==> src/rtl/proc_trace_buf_pkg.sv <==
// Shared definitions for the proc trace capture block: datapath widths,
// trace FSM state encoding and the packed trace entry layout.
package proc_trace_buf_pkg;

  localparam int OPCODE_WIDTH = 6;
  localparam int VALUE_WIDTH  = 16;
  localparam int MEM_WIDTH    = 8;
  localparam int TS_WIDTH     = 16;

  typedef enum logic [1:0] {
    IDLE  = 2'd0,
    ARMED = 2'd1,
    POST  = 2'd2,
    DONE  = 2'd3
  } trace_state_t;

  typedef struct packed {
    logic [OPCODE_WIDTH-1:0] op_code;
    logic [VALUE_WIDTH-1:0]  alu_out;
    logic [MEM_WIDTH-1:0]    dest_addr;
    logic [1:0]              dest_choice;
  } trace_entry_t;

endpackage

==> src/rtl/proc_trace_buf_trace_ram.sv <==
// Trace storage: DEPTH x WIDTH, one synchronous write port, one
// asynchronous read port, no reset on the array.
module trace_ram #(
  parameter int DEPTH = 8,
  parameter int WIDTH = 32
) (
  input  logic                     clk,
  input  logic                     we,
  input  logic [$clog2(DEPTH)-1:0] waddr,
  input  logic [WIDTH-1:0]         wdata,
  input  logic [$clog2(DEPTH)-1:0] raddr,
  output logic [WIDTH-1:0]         rdata
);

  logic [WIDTH-1:0] mem [DEPTH];

  always_ff @(posedge clk) begin
    if (we) mem[waddr] <= wdata;
  end

  assign rdata = mem[raddr];

endmodule

==> src/rtl/proc_trace_buf.sv <==
// Circular trace capture for proc with trigger/post-trigger freeze and
// valid/ready readout. Define PROC_TRACE_TIMESTAMP_EN to prepend a cycle stamp.
module proc_trace_buf #(
  parameter int OPCODE_WIDTH = proc_trace_buf_pkg::OPCODE_WIDTH,
  parameter int VALUE_WIDTH  = proc_trace_buf_pkg::VALUE_WIDTH,
  parameter int MEM_WIDTH    = proc_trace_buf_pkg::MEM_WIDTH,
  parameter int DEPTH        = 8,
  parameter int POST_TRIG    = 2,
`ifdef PROC_TRACE_TIMESTAMP_EN
  localparam int ENTRY_W = proc_trace_buf_pkg::TS_WIDTH + OPCODE_WIDTH + VALUE_WIDTH + MEM_WIDTH + 2
`else
  localparam int ENTRY_W = OPCODE_WIDTH + VALUE_WIDTH + MEM_WIDTH + 2
`endif
) (
  input  logic                    clk,
  input  logic                    rst,
  input  logic                    cap_valid,
  input  logic [OPCODE_WIDTH-1:0] op_code,
  input  logic [VALUE_WIDTH-1:0]  alu_out,
  input  logic [MEM_WIDTH-1:0]    dest_addr,
  input  logic [1:0]              dest_choice,
  input  logic                    arm,
  input  logic                    abort,
  input  logic [OPCODE_WIDTH-1:0] trig_opcode,
  input  logic                    rd_ready,
  output logic                    rd_valid,
  output logic [ENTRY_W-1:0]      rd_data,
  output logic                    rd_last,
  output logic [1:0]              state,
  output logic                    overflow
);
  import proc_trace_buf_pkg::*;

  localparam int AW = $clog2(DEPTH);
  localparam logic [AW:0]   FULL      = (AW+1)'(DEPTH);
  localparam logic [AW-1:0] POST_INIT = AW'(POST_TRIG);

  trace_state_t    st;
  logic [AW-1:0]   wr_ptr, rd_ptr, post_cnt;
  logic [AW:0]     count, remaining;
  logic            wr_en, trig_hit;
  logic [AW-1:0]   wr_ptr_nx, rd_start;
  logic [AW:0]     count_nx;
  logic [ENTRY_W-1:0] wr_data;

`ifdef PROC_TRACE_TIMESTAMP_EN
  logic [TS_WIDTH-1:0] ts;

  always_ff @(posedge clk or negedge rst) begin
    if (!rst) ts <= '0;
    else      ts <= ts + TS_WIDTH'(1);
  end

  assign wr_data = {ts, op_code, alu_out, dest_addr, dest_choice};
`else
  assign wr_data = {op_code, alu_out, dest_addr, dest_choice};
`endif

  // Readout start is derived from the post-write pointer/count so that the
  // window is readable on the very first DONE cycle.
  always_comb begin
    wr_en     = (st == ARMED || st == POST) && cap_valid && !abort;
    trig_hit  = (op_code == trig_opcode);
    wr_ptr_nx = wr_ptr + AW'(1);
    count_nx  = (count == FULL) ? count : count + (AW+1)'(1);
    rd_start  = wr_ptr_nx - count_nx[AW-1:0];
  end

  always_ff @(posedge clk or negedge rst) begin
    if (!rst) begin
      st        <= IDLE;
      wr_ptr    <= '0;
      rd_ptr    <= '0;
      post_cnt  <= '0;
      count     <= '0;
      remaining <= '0;
      overflow  <= 1'b0;
    end else if (abort) begin
      st        <= IDLE;
      wr_ptr    <= '0;
      rd_ptr    <= '0;
      post_cnt  <= '0;
      count     <= '0;
      remaining <= '0;
      overflow  <= 1'b0;
    end else begin
      unique case (st)
        IDLE: begin
          if (arm) begin
            st       <= ARMED;
            wr_ptr   <= '0;
            count    <= '0;
            overflow <= 1'b0;
          end
        end
        ARMED, POST: begin
          if (cap_valid) begin
            wr_ptr <= wr_ptr_nx;
            count  <= count_nx;
            if (count == FULL) overflow <= 1'b1;
            if (st == ARMED) begin
              if (trig_hit) begin
                if (POST_TRIG == 0) begin
                  st        <= DONE;
                  rd_ptr    <= rd_start;
                  remaining <= count_nx;
                end else begin
                  st       <= POST;
                  post_cnt <= POST_INIT;
                end
              end
            end else begin
              post_cnt <= post_cnt - AW'(1);
              if (post_cnt == AW'(1)) begin
                st        <= DONE;
                rd_ptr    <= rd_start;
                remaining <= count_nx;
              end
            end
          end
        end
        DONE: begin
          if (rd_ready && remaining != '0) begin
            rd_ptr    <= rd_ptr + AW'(1);
            remaining <= remaining - (AW+1)'(1);
            if (remaining == (AW+1)'(1)) st <= IDLE;
          end
        end
        default: st <= IDLE;
      endcase
    end
  end

  assign state    = st;
  assign rd_valid = (st == DONE) && (remaining != '0);
  assign rd_last  = rd_valid && (remaining == (AW+1)'(1));

  trace_ram #(
    .DEPTH(DEPTH),
    .WIDTH(ENTRY_W)
  ) u_trace_ram (
    .clk  (clk),
    .we   (wr_en),
    .waddr(wr_ptr),
    .wdata(wr_data),
    .raddr(rd_ptr),
    .rdata(rd_data)
  );

endmodule

==> config.mk <==
export PLATFORM = sky130hd
export DESIGN_NAME = proc_trace_buf
export DESIGN_NICKNAME = d
export VERILOG_FILES = /design/src/rtl/proc_trace_buf_pkg.sv /design/src/rtl/proc_trace_buf_trace_ram.sv /design/src/rtl/proc_trace_buf.sv
export SDC_FILE = /design/constraint.sdc
export NUM_CORES = 1
export LEC_CHECK = 0
export CAP_MARGIN = 15
export CORE_UTILIZATION = 63
export DETAILED_ROUTE_END_ITERATION = 10
export GPL_ROUTABILITY_DRIVEN = 0
export PLACE_DENSITY_LB_ADDON = 0.05
export SKIP_CTS_REPAIR_TIMING = 1
export SYNTH_ARGS = -nofsm -noshare
export SYNTH_HDL_FRONTEND = slang
export SYNTH_SLANG_ARGS = --single-unit
==> constraint.sdc <==
create_clock -name clk -period 7.1 [get_ports clk]
set_clock_uncertainty 0.15 [all_clocks]
set_input_delay 2.13 -clock clk [delete_from_list [all_inputs] [get_ports clk]]
set_output_delay 2.13 -clock clk [all_outputs]
set_load 0.005 [all_outputs]
* Word-level counts from Yosys, hierarchy flattened
Memories as Yosys holds them, arrays and structs flattened.
Cells that the tools add are included.
** Cells by class
- Eq/ne operators :: 17
- Divide/modulo/power cells :: 0
- Multiply operators :: 0
- Mux-type cells :: 42
- Bitwise operators :: 0
- Add/subtract/negate cells :: 6
- Reduce and logical (&&, ||, !) cells :: 19
- Shift-type cells :: 0
- Magnitude comparators :: 0
** Operator list (number)
- $mux W3 :: 13
- $mux W4 :: 9
- $ne A3 B3 Y1 const B :: 8
- $mux W2 :: 8
- $pmux W4 S2 :: 2
- $pmux W3 S2 :: 2
- $ne A4 B4 Y1 const B :: 2
- $add A3 B1 Y3 const B :: 2
- $eq A6 B6 Y1 :: 1
- $mux W1 :: 6
- $pmux W2 S3 :: 1
- $reduce_and A3 Y1 :: 2
- $reduce_and A6 Y1 :: 1
- $reduce_bool A3 Y1 :: 2
- $logic_and A1 B1 Y1 :: 5
- $reduce_and A5 Y1 :: 1
- $add A4 B1 Y4 const B :: 1
- $eq A2 B2 Y1 const B :: 2
- $eq A4 B1 Y1 const B :: 1
- $eq A4 B4 Y1 const B :: 1
- $reduce_and A4 Y1 :: 1
- $reduce_bool A2 Y1 :: 2
- $reduce_bool A4 Y1 :: 1
- $sub A4 B1 Y4 const B :: 1
- 9 further kinds :: 9
** Storage, ports and cells
- Memories :: 1
- Bits in registers :: 20
- Bits in latches :: 0
- RAM bits :: 256
- Memory bits (read-only) :: 0
- Word-level logic and storage cells :: 92
** Memory list
- u_trace_ram.mem :: depth 8, bits a word 32, read ports 1, clocked after memory_dff 0, write ports 1, RTL line proc_trace_buf_trace_ram.sv:15 : logic [WIDTH-1:0] mem [DEPTH];

* Depth between registers and ports, before layout
Gate-level depths: netlist of the first run.
- Word-level depth :: 8
- Gate-level depth with buffers :: 11

* Cells and area by module
Synthesis of the first run repeated with hierarchy kept, for this count alone.
** Unflattened totals
- Cells, all modules :: 532
- Area, all modules :: 11217.0 µm²
** By module, submodules not included
- trace_ram :: seq. area each 7687.4 µm², area each 9825.7 µm², cells each 383, times used 1
- proc_trace_buf :: seq. area each 500.5 µm², area each 1391.3 µm², cells each 149, times used 1

* Worst setup path before layout of the first run
No wires, ideal clock.
- Path type :: input to register
- Start :: input abort
- End :: memory u_trace_ram.mem[4][0] (enable)
- Library setup time :: 461 ps
- Stages on the path :: 3
- Arrival time :: 4689 ps
- Path buffers :: 0
- Required time :: 6489 ps
- Slack :: 1800 ps
- Path through :: nor2b_1 -> nand3_1 -> nor3_1
** Between the ends
- Word-level cells in the longest chain between the ends :: 4
** Ends and longest elaborated chain
- start, declared :: RTL line proc_trace_buf.sv:23 : input logic abort,
- $logic_not A1 Y1 :: RTL line proc_trace_buf.sv:62 : wr_en = (st == ARMED || st == POST) && cap_valid && !abort;
- $logic_and A1 B1 Y1 :: RTL line proc_trace_buf.sv:62
- $mux W1 :: RTL line proc_trace_buf_trace_ram.sv:18 : if (we) mem[waddr] <= wdata;
- $mux W1 (implied by the code) :: RTL line proc_trace_buf_trace_ram.sv:18
- end, declared :: RTL line proc_trace_buf_trace_ram.sv:15
No other way between the ends.

* Worst setup path after layout of the first run
- Start :: register rd_ptr[0]
- End :: output rd_data[14]
** Between the ends
- Word-level cells in the longest chain between the ends :: 1
** Ends and longest elaborated chain
- start, declared :: RTL line proc_trace_buf.sv:39 : logic [AW-1:0] wr_ptr, rd_ptr, post_cnt;
- start signal, assigned :: RTL line proc_trace_buf.sv:105 : rd_ptr <= rd_start;
- start signal, assigned :: RTL line proc_trace_buf.sv:116 : rd_ptr <= rd_start;
- start signal, assigned :: RTL line proc_trace_buf.sv:124 : rd_ptr <= rd_ptr + AW'(1);
- $mem_v2 Z8 W32
- end, declared :: RTL line proc_trace_buf.sv:27 : output logic [ENTRY_W-1:0] rd_data,
No other way between the ends.

==> results.md, run 1 <==
* Status: complete, no violations
* Final net count at 707
* Sw frac at 0.254
* Die W at 136 um
* Setup TNS Final at 0 ns
* Power per cell area at 333 mW/mm^2
* XOR/XNOR Fraction of Synth Area at 0.00857
* Htree depth at 1
* Seq pwr share at 0.457
* LEAKAGE at 4.23 nW
* Vias in the first global route at 5686
* Antenna viol nets, final at 0
* CTS Buffer Depth at 3
* Routed length on met1 at 9040 um
* Sink Count at 276
* Uppermost layer routed: met4
* Endpoints failing hold at 0
* Register area share after synthesis at 0.728
* Worst-path cell chain: buf_4 -> mux4_2 -> mux2_2 -> clkdlybuf4s50_1
* Combinational power share at 0.223
* FF+latch count, synth at 276
* DRT Wirelength at 20800 um
* Worst reg2reg path depth at 5
* Main combinational cell family by area after synthesis: multiplexers
* IO Count at 81
* CTS Root Cell: clkbuf_16
* Maxcap violations at 0
* WL/cell at 23.2 um
* Final-report max-slew violation count at 0
* Die Y at 136 um
* Starting utilization of the core area at 0.648
* Synth Area in Compound Gates at 0.0282
* Psw at 1.11 mW
* Share of cells above drive strength 1 at 0.226
* Max Freq at 0.178 GHz
* DRC violations left at 0
* TritonCTS Buffers at 27
* Hold Path Sink: post_cnt[1]
* VDD IR max at 0.286 mV
* Startpoint Class: flop
* Period utilization at 0.791
* Adder-Cell Fraction of Synth Area at 0.0162
* Worst-path clk slew at 0.06 ns
* Commonest non-fill, non-tap cell in the layout: edfxtp_1
* Post-synth EDFFs at 256
* Most frequent cells in the layout: edfxtp_1 (256), clkdlybuf4s50_1 (80), mux4_2 (59), mux2_2 (33), clkbuf_16 (27)
* Router iterations before antenna repair at 4
* Max stage delay cell, worst path: dfrtp_4
* Multiplexer share of the synthesized area at 0.167
* HPWL after detailed placement at 11900 um
* Dominant synthesized flop cell: edfxtp_1
* Port bufs at 80
* Area Overhead vs Synth at 16.9%
* Syn Area/Cell at 20.0 um^2
* Synth Cell Area at 0.0112 mm^2
* Row count at 48
* Synth Warn # at 0
* Relative slew slack at 0.245
* Reg2reg end: u_trace_ram.mem[5][1]
* Setup crit end kind: primary output
* First-pass GRT wire length at 31700 um
* Initial antenna violation count at 0
* Synth cell types at 47
* R2r setup slk at 3.71 ns
* Hold path cells at 1
* Core Box Area at 0.0174 mm^2
* Ant diodes at 0
* Minimum clock period at 5.61 ns
* CP Class: flop to primary output
* Hold path start: post_cnt[1]
* DR vias/cell at 6.12
* DR WL met2 at 10600 um
* CP startpoint: rd_ptr[0]
* CP peak stage delay at 1.04 ns
* Worst skew pair latency at 0.51 ns
* Met3 WL post-DR at 784 um
* GR Util All Layers at 0.235
* Detailed Route Iter0 Violations at 446
* Hold WS at 0.364 ns
* GRT overflow at 0
* Worst r2r src: state[0]
* CTS tree: yes
* Worst Max-Slew Pin Slew at 1.13 ns
* Asr flop ratio synth at 0.0725
* Arrival time worst endpoint at 3.33 ns
* Crit-path max FO at 50
* Cell count after synthesis at 562
* Pin count of the biggest net entering global routing at 51
* Unrepaired setup endpoints after global routing: no
* Mapped Nets at 620
* Post-Synth Simple-Gate Area at 0.0324
* Worst EP required at 4.82 ns
* Final setup vio count at 0
* Clock power frac at 0.321
* Hold Crit Class: flop to flop
* Pint at 3.27 mW
* Vias at 5468
* Die area at 0.0184 mm^2
[metal layers]
layer / vias to the layer above / track usage
li1: 2457 / -
met1: 2835 / 0.325
met2: 143 / 0.400
met3: 33 / 0.0311
met4: 0 / 0.0581
met5: - / 0
[how the worst max path moves through the flow]
stage | to | slack (ns) | cells after the start
6_report | rd_data[14] | 1.49 | 4
3_5_place_dp | u_trace_ram.mem[6][8] | 1.69 | 4
5_1_grt | rd_data[11] | 1.24 | 4
3_3_place_gp | u_trace_ram.mem[2][8] | 1.85 | 4
4_1_cts | rd_data[14] | 1.38 | 4
2_1_floorplan | u_trace_ram.mem[4][0] | 1.80 | 3
[Yosys cell counts, types with 2 or more instances]
cell,n,area [um^2]
a21oi_1,12,60.1
a21oi_2,2,17.5
a22o_1,3,26.3
buf_1,3,11.3
buf_2,9,45.0
buf_6,3,33.8
buf_8,2,30.0
clkbuf_1,8,30.0
dfrtp_1,20,500
edfxtp_1,256,7690
ha_1,13,163
inv_1,16,60.1
mux2_1,3,33.8
mux2_2,33,372
mux4_1,5,131
mux4_2,59,1330
nand2_1,18,67.6
nand2b_1,8,50.1
nand3_1,4,20.0
nand3b_1,3,22.5
nor2_1,13,48.8
nor2b_1,6,37.5
nor3_1,5,25.0
nor3b_1,6,45.0
nor4_1,2,12.5
o21ai_0,11,55.1
o21ai_1,5,25.0
o31ai_1,4,30.0
o32ai_1,3,26.3
xnor2_1,7,61.3
xor2_1,4,35.0
[power by group through the flow]
stage | sequential (mW) | combinational [mW] | clock (mW)
after CTS | 2.00 | 0.984 | 1.43
after detailed placement | 2.04 | 0.975 | 0
final | 2.00 | 0.975 | 1.40
after global placement | 2.03 | 0.948 | 0
after floorplan | 1.93 | 0.695 | 0
after global routing | 2.02 | 1.06 | 1.47
[cell families after synthesis]
logic type | Yosys count
simple gates | 70
mux | 101
fa+ha+maj | 14
flops | 276
xor+xnor | 11
compound gates | 48
buf+inv | 42
[flip-flops by register name, summed over array words and instances (netlist names)]
signal	cells
overflow	1
state	2
wr_ptr	3
remaining	4
rd_ptr	3
post_cnt	3
count	4
u_trace_ram.mem	256
[critical path, delay by kind of cell (launching register included)]
| family | cells | cell delay [ns] |
|---|---|---|
| flops | 1 | 1.04 |
| buf+inv | 2 | 0.92 |
| mux | 2 | 0.83 |
[stage by stage]
step                      setup slack, ns  std cells  area [um^2]  utilization  total power, mW
final                                1.49        894        13100        0.757             4.38
after global placement               1.85        845        12300        0.707             2.98
after floorplan                      1.80        562        11200            -             2.63
after global routing                 1.24        894        13100        0.757             4.55
after CTS                            1.38        894        13100        0.757             4.41
after detailed placement             1.69        845        12300        0.707             3.01
[layout make-up]
cell class | instances | area (um^2)
Clock inverter | 14 | 150
Inverter | 16 | 60.1
Multi-Input combinational cell | 244 | 2890
Timing Repair Buffer | 84 | 843
Clock buffer | 35 | 726
Sequential cell | 276 | 8190
Fill cell | 937 | 4210
Tap cell | 225 | 282
(Power assumes the default switching activity.)
==> run 2, diff against run 1 <==
--- a/config.mk
+++ b/config.mk
@@ -6,7 +6,7 @@
 export NUM_CORES = 1
 export LEC_CHECK = 0
 export CAP_MARGIN = 15
-export CORE_UTILIZATION = 63
+export CORE_UTILIZATION = 58
 export DETAILED_ROUTE_END_ITERATION = 10
 export GPL_ROUTABILITY_DRIVEN = 0
 export PLACE_DENSITY_LB_ADDON = 0.05
==> constraint.sdc (replaced) <==
create_clock -name clk -period 5.45 [get_ports clk]
set_clock_uncertainty 0.15 [all_clocks]
set_input_delay 1.635 -clock clk [delete_from_list [all_inputs] [get_ports clk]]
set_output_delay 1.635 -clock clk [all_outputs]
set_load 0.005 [all_outputs]
==> run 2 against run 1 <==
  * Flip-flop and latch count unchanged
  * Worst setup slack worse by 0.93 ns
  * Non-clock buffer count up 10
  * Global-route usage down 1.9 points
  * Via count up 0.40%
  * Clock power up 24%
  * Critical path type unchanged
  * Highest routed layer unchanged
==> results.md, run 2 (synthesis gave the netlist of run 1 again) <==
* Status: complete, no violations
* Antenna viol nets, final at 0
* Ant diodes at 0
* Placed Cells at 890
* Maxcap violations at 0
* Critical path depth at 4
* Final setup vio count at 0
* Total Power at 5.61 mW
* Worst Max-Slew Pin Slew at 1.01 ns
* Vias in the first global route at 5854
* Largest regs: u_trace_ram.mem (256), count (4), remaining (4)
* Starting utilization of the core area at 0.597
* Die area at 0.0199 mm^2
* Seq pwr share at 0.462
* Unrepaired setup endpoints after global routing: no
* CP Class: flop to primary output
* Max FFs per register at 256
* Clock power frac at 0.308
* IO Count at 81
* Sw frac at 0.251
* DR vias/cell at 5.84
* CTS tree: yes
* Setup TNS Final at 0 ns
* CTS Root Cell: clkbuf_16
* Final-report max-slew violation count at 0
* Worst EP required at 3.67 ns
* R2r setup slk at 2.03 ns
* Reg with most FFs: u_trace_ram.mem
* Power per cell area at 423 mW/mm^2
* Pin count of the biggest net entering global routing at 43
* Commonest non-fill, non-tap cell in the layout: edfxtp_1
* Crit-path max FO at 42
* Fin area at 0.0133 mm^2
* Endpoints failing hold at 0
* Period utilization at 0.898
* CTS Buffer Depth at 3
* Crit-path leading delay family: flip-flops
* Worst-path clk slew at 0.06 ns
* Hold Crit Class: flop to flop
* Sink Count at 276
* Max Freq at 0.204 GHz
* Vias at 5490
* Startpoint Class: flop
* Row count at 50
* VDD IR max at 0.294 mV
* Minimum clock period at 4.90 ns
* Worst reg2reg path depth at 6
* DRC violations left at 0
* Fill cell count at 1168
* Port bufs at 80
* Psw at 1.41 mW
* Buffers & Inverters on Critical Path at 2
* WL/cell at 21.8 um
* HPWL after detailed placement at 11900 um
* First-pass GRT wire length at 31800 um
* Initial antenna violation count at 0
* Die Y at 141 um
* Combinational power share at 0.230
* Final net count at 718
* Final Non-Filler Cells at 940
* Max stage delay cell, worst path: dfrtp_4
* CP peak stage delay at 0.97 ns
* LEAKAGE at 4.27 nW
* Detailed Route Iter0 Violations at 446
* Hold path cells at 1
* Most frequent cells in the layout: edfxtp_1 (256), clkdlybuf4s50_1 (80), mux4_2 (59), mux2_2 (33), clkbuf_16 (29)
* Core Box Area at 0.0188 mm^2
* Setup crit end kind: primary output
* Router iterations before antenna repair at 5
* DRT Wirelength at 20500 um
* Worst-path cell chain: buf_12 -> mux4_2 -> mux2_2 -> clkdlybuf4s50_1
* DP Area at 0.0124 mm^2
* Share of cells above drive strength 1 at 0.228
* GR Util All Layers at 0.216
* GRT overflow at 0
* Arrival time worst endpoint at 3.11 ns
* Area Overhead vs Synth at 18.0%
* Worst skew pair latency at 0.53 ns
* Htree depth at 1
* Die W at 141 um
* Relative slew slack at 0.324
* TritonCTS Buffers at 28
* Pint at 4.20 mW
run 2: power by group through the flow:
stage	registers, mW	logic, mW	clock network [mW]
final	2.59	1.29	1.73
after global routing	2.62	1.40	1.85
after CTS	2.60	1.30	1.76
after detailed placement	2.64	1.30	0
after global placement	2.63	1.26	0
after floorplan	2.52	0.905	0
run 2: final timing paths:
path                                           to        start
hold / removal                        post_cnt[1]  post_cnt[1]
max in group asynchronous               rd_ptr[0]          rst
min in group asynchronous               wr_ptr[0]          rst
hold reg to reg                       post_cnt[1]  post_cnt[1]
setup / recovery                      rd_data[19]    rd_ptr[0]
setup reg to reg           u_trace_ram.mem[2][23]     state[0]
run 2: area by class of cell:
cell class	count	area (um^2)	area share
Clock buffer	40	767	0.0578
Clock inverter	10	67.6	0.00510
Inverter	16	60.1	0.00453
Multi-Input combinational cell	244	2890	0.218
Sequential cell	276	8190	0.618
Tap cell	260	325	0.0245
Timing Repair Buffer	94	956	0.0721
run 2: per-layer routing:
| layer | vias up | global-route usage | part of all wire |
|---|---|---|---|
| met5 | - | 0 | 0 |
| met1 | 2838 | 0.273 | 0.41 |
| met4 | 0 | 0.0612 | 0.021 |
| li1 | 2482 | - | - |
| met3 | 35 | 0.0319 | 0.044 |
| met2 | 135 | 0.391 | 0.53 |
run 2: per-stage QoR:
step,setup slack (ns),hold slack (ns),util
after CTS,0.472,0.363,0.704
after global routing,0.361,0.371,0.704
after floorplan,0.645,0.314,-
final,0.554,0.361,0.704
after detailed placement,1.03,0.350,0.660
after global placement,1.06,0.325,0.660
==> run 3, diff against run 2 <==
--- a/config.mk
+++ b/config.mk
@@ -9,6 +9,7 @@
 export CORE_UTILIZATION = 58
 export DETAILED_ROUTE_END_ITERATION = 10
 export GPL_ROUTABILITY_DRIVEN = 0
+export MAX_ROUTING_LAYER = met4
 export PLACE_DENSITY_LB_ADDON = 0.05
 export SKIP_CTS_REPAIR_TIMING = 1
 export SYNTH_ARGS = -nofsm -noshare
==> run 3 against run 2 <==
  * Via count grew 0.35%
  * First-iteration DRC count fell by 8.5%
  * Flip-flop and latch count stayed put
  * Routed wire length decreased by 0.23%
  * Total power about the same
  * Utilization did not move
  * Critical path depth is the same
  * Cell count is the same
  * Sequential share of layout area unchanged
  * Clock power is essentially flat
  * Register-to-register slack about the same
  * Critical path type unchanged
  * Critical endpoint unchanged
  * Highest routed layer unchanged
==> results.md, run 3 (synthesis gave the netlist of run 1 again) <==
* Final-report max-slew violation count at 0
* Die Y at 141 um
* Share of cells above drive strength 1 at 0.228
* Hold Crit Class: flop to flop
* Max FFs per register at 256
* CP Class: flop to primary output
* Crit-path max FO at 42
* Commonest non-fill, non-tap cell in the layout: edfxtp_1
* Die area at 0.0199 mm^2
* Detailed Route Iter0 Violations at 408
* Fill cell count at 1168
* DRT Wirelength at 20400 um
* Unrepaired setup endpoints after global routing: no
* Initial antenna violation count at 0
* CTS tree: yes
* Placed Cells at 890
* Maxcap violations at 0
* Antenna viol nets, final at 0
* WL/cell at 21.7 um
* R2r setup slk at 2.03 ns
* Row count at 50
* Met3 WL post-DR at 831 um
* Status: complete, no violations
* First-pass GRT wire length at 31800 um
* Routed length on met1 at 8340 um
* Reg2reg end: u_trace_ram.mem[2][23]
* Register area at 0.00819 mm^2
* Worst r2r src: state[0]
* Final setup vio count at 0
* Startpoint Class: flop
* Period utilization at 0.898
* DR vias/cell at 5.86
* Max Freq at 0.204 GHz
* Setup crit end kind: primary output
* Reg with most FFs: u_trace_ram.mem
* Vias at 5509
* Worst skew pair latency at 0.53 ns
* Worst-path clk slew at 0.06 ns
* GR Util All Layers at 0.223
* Ant diodes at 0
* Worst Max-Slew Pin Slew at 1.01 ns
* Die W at 141 um
* Endpoints failing hold at 0
* Hold path cells at 1
* Final Util at 0.704
* Vias in the first global route at 5856
* TritonCTS Buffers at 28
* Arrival time worst endpoint at 3.11 ns
* Final net count at 718
* IO Count at 81
* CTS Root Cell: clkbuf_16
* GRT overflow at 0
* Uppermost layer routed: met4
* Hold Path Sink: post_cnt[1]
* Relative slew slack at 0.327
* Area Overhead vs Synth at 18.0%
* Setup TNS Final at 0 ns
* DR WL met2 at 10800 um
* CTS Buffer Depth at 3
* HPWL after detailed placement at 11900 um
* Final Non-Filler Cells at 940
* Most frequent cells in the layout: edfxtp_1 (256), clkdlybuf4s50_1 (80), mux4_2 (59), mux2_2 (33), clkbuf_16 (29)
* VDD IR max at 0.294 mV
* Port bufs at 80
* Htree depth at 1
* Sink Count at 276
* Hold path start: post_cnt[1]
* Core Box Area at 0.0188 mm^2
* Power per cell area at 423 mW/mm^2
* Largest regs: u_trace_ram.mem (256), count (4), remaining (4)
* Minimum clock period at 4.89 ns
* Pin count of the biggest net entering global routing at 43
* Worst reg2reg path depth at 6
* LEAKAGE at 4.27 nW
* Combined area of the multi-input logic cells at 0.00289 mm^2
* Starting utilization of the core area at 0.597
* Router iterations before antenna repair at 5
* DRC violations left at 0
* Worst EP required at 3.67 ns
run 3: area by class of cell:
class / instances / area share
inverter: 16 / 0.00453
multi-input combinational: 244 / 0.218
timing repair buffer: 94 / 0.0721
sequential: 276 / 0.618
clock inverter: 10 / 0.00510
tap: 260 / 0.0245
clock buffer: 40 / 0.0578
run 3: routing by layer:
metal  vias to the layer above  GRT usage
met3                        36     0.0313
met4                         0     0.0612
met5                         -          -
met2                       125      0.391
met1                      2863      0.273
li1                       2485          -
run 3: how the worst max path moves through the flow:
stage | from | endpoint | cells after the start
4_1_cts | rd_ptr[0] | rd_data[19] | 4
5_1_grt | rd_ptr[0] | rd_data[12] | 4
6_report | rd_ptr[0] | rd_data[19] | 4
2_1_floorplan | abort | u_trace_ram.mem[4][0] | 3
3_3_place_gp | rd_ptr[0] | rd_data[5] | 4
3_5_place_dp | rd_ptr[0] | rd_data[19] | 4
run 3: metrics by stage:
step	power (mW)	hold slack, ns	instance area (um^2)	worst slack, ns
after floorplan	3.42	0.314	11200	0.645
after global routing	5.86	0.371	13300	0.361
after global placement	3.89	0.325	12400	1.06
final	5.61	0.361	13300	0.558
after CTS	5.67	0.363	13300	0.472
after detailed placement	3.94	0.350	12400	1.03
run 3: worst max-delay path, stage by stage, from the launching register on:
cell and delay (ns):
dfrtp_4 0.97, buf_12 0.32, mux4_2 0.53, mux2_2 0.29, clkdlybuf4s50_1 0.45
run 3: report_power, final:
group | internal (mW) | total, mW | switching [mW]
sequential | 2.43 | 2.59 | 0.166
combinational | 0.757 | 1.29 | 0.532
clock | 1.02 | 1.73 | 0.711
total | 4.20 | 5.61 | 1.41
